`src/rtl/debounce_sync.sv`:
```
// debounce_sync: 2-flop synchronizer plus level debouncer for the active-high
// level coming from the inverter stage. A new level is accepted only after
// STABLE_CYCLES consecutive synchronized samples agree; any bounce back to the
// old level restarts qualification from zero.
//
// Optional feature macro: DEBOUNCE_PULSE_EN
//   defined   -> registered one-cycle rise/fall pulses on each accepted edge
//   undefined -> rise/fall tied to 0, pulse registers removed; out, press_cnt
//                and all timing are identical in both builds.

module debounce_sync #(
  parameter int unsigned STABLE_CYCLES = 4,
  parameter int unsigned CNT_W         = 8
) (
  input  logic       clk,
  input  logic       reset,
  input  logic       in,
  output logic       out,
  output logic       rise,
  output logic       fall,
  output logic [7:0] press_cnt
);

  localparam int unsigned PRESS_W = 8;
  localparam logic [CNT_W-1:0] CNT_ZERO = CNT_W'(0);
  localparam logic [CNT_W-1:0] CNT_ONE  = CNT_W'(1);
  localparam logic [CNT_W-1:0] CNT_LAST = CNT_W'(STABLE_CYCLES - 1);

  typedef enum logic [1:0] {
    STABLE_LOW  = 2'd0,
    WAIT_HIGH   = 2'd1,
    STABLE_HIGH = 2'd2,
    WAIT_LOW    = 2'd3
  } state_t;

  // Synchronizer flops; only s2 is allowed to influence the FSM.
  logic s1;
  logic s2;

  state_t           state;
  state_t           state_d;
  logic [CNT_W-1:0] cnt;
  logic [CNT_W-1:0] cnt_d;
  logic             out_d;
  logic             accept_rise;
  logic             accept_fall;

  // Two-stage synchronizer for the asynchronous input level.
  always_ff @(posedge clk or posedge reset) begin
    if (reset) begin
      s1 <= 1'b0;
      s2 <= 1'b0;
    end else begin
      s1 <= in;
      s2 <= s1;
    end
  end

  // FSM state, stability counter and debounced level registers.
  always_ff @(posedge clk or posedge reset) begin
    if (reset) begin
      state <= STABLE_LOW;
      cnt   <= CNT_ZERO;
      out   <= 1'b0;
    end else begin
      state <= state_d;
      cnt   <= cnt_d;
      out   <= out_d;
    end
  end

  // Next-state logic: qualify a level change over STABLE_CYCLES samples of s2.
  always_comb begin
    state_d     = state;
    cnt_d       = cnt;
    out_d       = out;
    accept_rise = 1'b0;
    accept_fall = 1'b0;

    case (state)
      STABLE_LOW: begin
        out_d = 1'b0;
        if (s2) begin
          state_d = WAIT_HIGH;
          cnt_d   = CNT_ONE;
        end else begin
          cnt_d = CNT_ZERO;
        end
      end

      WAIT_HIGH: begin
        out_d = 1'b0;
        if (!s2) begin
          // Bounced back low: abandon qualification, no partial credit.
          state_d = STABLE_LOW;
          cnt_d   = CNT_ZERO;
        end else if (cnt == CNT_LAST) begin
          state_d     = STABLE_HIGH;
          cnt_d       = CNT_ZERO;
          out_d       = 1'b1;
          accept_rise = 1'b1;
        end else begin
          cnt_d = cnt + CNT_ONE;
        end
      end

      STABLE_HIGH: begin
        out_d = 1'b1;
        if (!s2) begin
          state_d = WAIT_LOW;
          cnt_d   = CNT_ONE;
        end else begin
          cnt_d = CNT_ZERO;
        end
      end

      WAIT_LOW: begin
        out_d = 1'b1;
        if (s2) begin
          // Bounced back high: abandon qualification.
          state_d = STABLE_HIGH;
          cnt_d   = CNT_ZERO;
        end else if (cnt == CNT_LAST) begin
          state_d     = STABLE_LOW;
          cnt_d       = CNT_ZERO;
          out_d       = 1'b0;
          accept_fall = 1'b1;
        end else begin
          cnt_d = cnt + CNT_ONE;
        end
      end

      default: begin
        state_d = STABLE_LOW;
        cnt_d   = CNT_ZERO;
        out_d   = 1'b0;
      end
    endcase
  end

  // Wrapping count of accepted 0->1 transitions.
  always_ff @(posedge clk or posedge reset) begin
    if (reset) begin
      press_cnt <= '0;
    end else if (accept_rise) begin
      press_cnt <= press_cnt + PRESS_W'(1);
    end
  end

`ifdef DEBOUNCE_PULSE_EN
  // Registered one-cycle edge pulses; accept_rise/accept_fall are exclusive.
  always_ff @(posedge clk or posedge reset) begin
    if (reset) begin
      rise <= 1'b0;
      fall <= 1'b0;
    end else begin
      rise <= accept_rise;
      fall <= accept_fall;
    end
  end
`else
  // Pulse outputs disabled: constant low, no registers.
  logic pulse_unused;
  assign pulse_unused = accept_fall;
  assign rise         = 1'b0;
  assign fall         = 1'b0;
`endif

endmodule
```
`config.mk`:
```
export PLATFORM = sky130hd
export DESIGN_NAME = debounce_sync
export DESIGN_NICKNAME = d
export VERILOG_FILES = /design/src/rtl/debounce_sync.sv
export SDC_FILE = /design/constraint.sdc
export NUM_CORES = 1
export LEC_CHECK = 0
export ABC_AREA = 1
export BUFFER_PORTS_ARGS = -buffer_cell sky130_fd_sc_hd__buf_2
export CAP_MARGIN = 20
export CORE_MARGIN = 10
export CORE_UTILIZATION = 35
export DETAILED_ROUTE_END_ITERATION = 8
export PLACE_DENSITY_LB_ADDON = 0.08
export SETUP_SLACK_MARGIN = 0.05
export SYNTH_ARGS = -nofsm -noshare
export SYNTH_HDL_FRONTEND = slang
export SYNTH_SLANG_ARGS = --single-unit
```
`constraint.sdc`:
```
create_clock -name clk -period 1.5 [get_ports clk]
set_input_delay 0.3 -clock clk [delete_from_list [all_inputs] [get_ports clk]]
set_output_delay 0.3 -clock clk [all_outputs]
set_load 0.02 [all_outputs]
```
==> flow_summary.yaml <==
floorplanning:
  dieArea_um2: 5810
  start_util_pct: 36.3
  rows: 20
  die_x_um: 76.2
  dieHeight_um: 76.2
  coreArea_um2: 3050
  top_level_ports: 14
yosys:
  synth_cell_types: 24
  netlist_area_um2: 1110
  ys_ff_latch: 21
  ys_seq_area_share_pct: 47.5
  synth_area_leader_cell: "dfrtp_1"
  yosys_warnings: 0
  synthCells: 135
  synth_top_area_share_pct: 47.5
  ys_top_cells_by_area: "dfrtp_1 (47%), nand2_1 (11%), inv_1 (7.1%)"
  syn_avg_cell_area_um2: 8.20
timing:
  fin_setup_tns_ns: 0
  layout_min_cycle_time_ns: 1.35
  hold_viol: 0
  max_freq_mhz: 742
  setup_violations: 0
  whs_ns: 0.00156
  fin_skew_ns: 0.00358
  rsz0062_at_grt: "no"
  maxSlewViolCount: 0
  fin_crit_sh_pct: 89.8
clock_tree:
  cts_buffers: 3
  clk_path_buf_depth: 2
  clock_latency_ns: 0.30
  clkTransAtPathRegs_ns: 0.12
  cts_tree: "done"
  clockRootBuffer: "clkbuf_4"
  ctsResizeCount: 0
  htreeDepth: 1
  cts_setup_buffers: 0
  cts_sinks: 21
  postCtsHoldBufs: 0
placement:
  dpl.hpwl_mm: 1.58
  place.port_buffers: 11
  place_congestion: 0.838
  dpl-instance-area_um2: 1210
worst_setup_path:
  worstPathArrival_ns: 1.54
  path_buf_inv: 1
  slowest_stage: "dfrtp_1"
  critPathTopFamily: "flip-flops"
  crit_path_max_fanout: 10
  crit_chain: "ha_2 -> nand3_1 -> nor2_4 -> buf_12 -> nand2_4 -> xnor2_2"
  start_kind: "flip-flop"
  crit_type: "flip-flop to flip-flop"
  crit_start: "cnt[0]"
  crit_required_ns: 1.69
  critPathMaxStageDelay_ns: 0.39
  worst_setup_path_end_kind: "flip-flop"
  r2r_start: "cnt[0]"
drt:
  vias_per_cell: 4.37
  dr.pass1.iters: 4
  via_count: 844
  wirelength_mm: 2.02
  wl_per_cell_um: 10.4
  route.detailed.drc: 0
  ant_nets: 0
  drt_iter0_markers: 58
power_and_ir_drop:
  p_clk_share_pct: 18.4
  p_per_area_nw_per_um2: 1200
  p_comb_share_pct: 31.5
  vdd_drop_max_v: 0.000515
  sw_frac_of_total_pct: 36.7
  total_leakage_power_nw: 0.637
  switchingPower_mw: 0.543
  power_frac_seq_pct: 50.0
  internal-power_mw: 0.937
outcome:
  outcome: "completed"
global_routing:
  grt_pass1_vias: 820
  grt_first_pass_wirelength_mm: 3.59
  overflow: 0
  track_usage_pct: 7.34
  grt_max_degree: 22
  antenna_found_initial: 0
layout:
  fin_nets: 155
  synthToLayoutAreaGrowth_pct: 11.6
  drive_gt1_share_pct: 17.4
  n_antenna_cell: 0
  postLayoutCoreUtil_pct: 40.5
  design_area_um2: 1240
job:
  max_cap_violations: 0
worst_hold_path:
  hold_path.class: "input port to asynchronous set/reset pin"
per-stage QoR:
| stage | worst slack (ns) | power, mW | cells |
|---|---|---|---|
| floorplan | 0.219 | 1.10 | 136 |
| global placement | 0.160 | 1.22 | 189 |
| detailed placement | 0.143 | 1.22 | 189 |
| CTS | 0.125 | 1.50 | 193 |
| global route | 0.0519 | 1.61 | 193 |
| finish | 0.152 | 1.48 | 193 |
logic make-up after synthesis:
| group | synth area share [%] |
|---|---|
| AND/OR/NAND/NOR | 31.9 |
| XOR/XNOR | 4.63 |
| adder cells (fa/ha/maj) | 2.26 |
| flip-flops | 47.5 |
| AO/OA/AOI/OAI | 2.26 |
| buffers and inverters | 11.2 |
| other | 0.339 |
final cells by class:
cell class / instances / area (µm²)
clock buffer: 4 / 26.3
sequential: 21 / 526
multi-input combinational: 89 / 464
fill: 329 / 1820
tap: 44 / 55.1
inverter: 22 / 82.6
timing repair buffer: 13 / 82.6
state kept, by name, summed over array words and instances (netlist names), named ones only:
signal     flops
cnt            8
out            1
press_cnt      8
s1             1
s2             1
state          1
cells in the mapped netlist:
| cell type | n |
|---|---|
| o21ai_0 | 2 |
| nor2_2 | 3 |
| nand2_4 | 1 |
| nand3b_2 | 1 |
| xor2_1 | 3 |
| nand2_1 | 33 |
| xnor2_1 | 1 |
| buf_4 | 2 |
| buf_8 | 1 |
| nand3_1 | 13 |
| ha_1 | 2 |
| nor3_1 | 1 |
| inv_1 | 21 |
| dfrtp_1 | 21 |
| buf_6 | 1 |
| nand4_1 | 7 |
| a21oi_1 | 3 |
| conb_1 | 1 |
| xnor2_2 | 1 |
| nand2_2 | 1 |
| inv_2 | 1 |
| nor2_1 | 13 |
| nor2_4 | 1 |
| nor3b_1 | 1 |
tightest hold or removal path: stages:
cell	delay, ns
buf_2	0.09
inv_1	0.04
buf_4	0.26
final timing paths:
path                                 to  slack (ns)  cells after the start
min in group clk                     s1        0.10                      1
hold / removal                       s1       0.002                      3
setup / recovery           press_cnt[0]        0.15                      6
hold reg to reg                      s2        0.37                      0
setup reg to reg           press_cnt[0]        0.15                      6
max in group asynchronous  press_cnt[7]        1.28                      3
routing by layer:
metal  routed length (µm)  GRT usage (%)
met1                 1030           9.35
met2                  872           10.4
met3                   92           2.83
met4                   18           3.90
met5                    0              0
power by group through the flow:
stage	combinational (mW)	sequential (mW)	clock (mW)
floorplan	0.313	0.786	0
global placement	0.470	0.748	0
detailed placement	0.470	0.753	0
CTS	0.472	0.741	0.287
global route	0.537	0.754	0.318
finish	0.467	0.741	0.273
layout by cell type, fill, tap and decap left out, types with 2 or more instances in the layout:
| master | n |
|---|---|
| conb_1 | 2 |
| dfrtp_1 | 21 |
| clkbuf_4 | 3 |
| xor2_1 | 3 |
| a21oi_1 | 3 |
| nor2_1 | 13 |
| nor2_2 | 3 |
| buf_2 | 11 |
| o21ai_0 | 2 |
| nand4_1 | 7 |
| nand2_1 | 33 |
| inv_1 | 21 |
| nand3_1 | 13 |
Power figures use the tool's default switching activity.
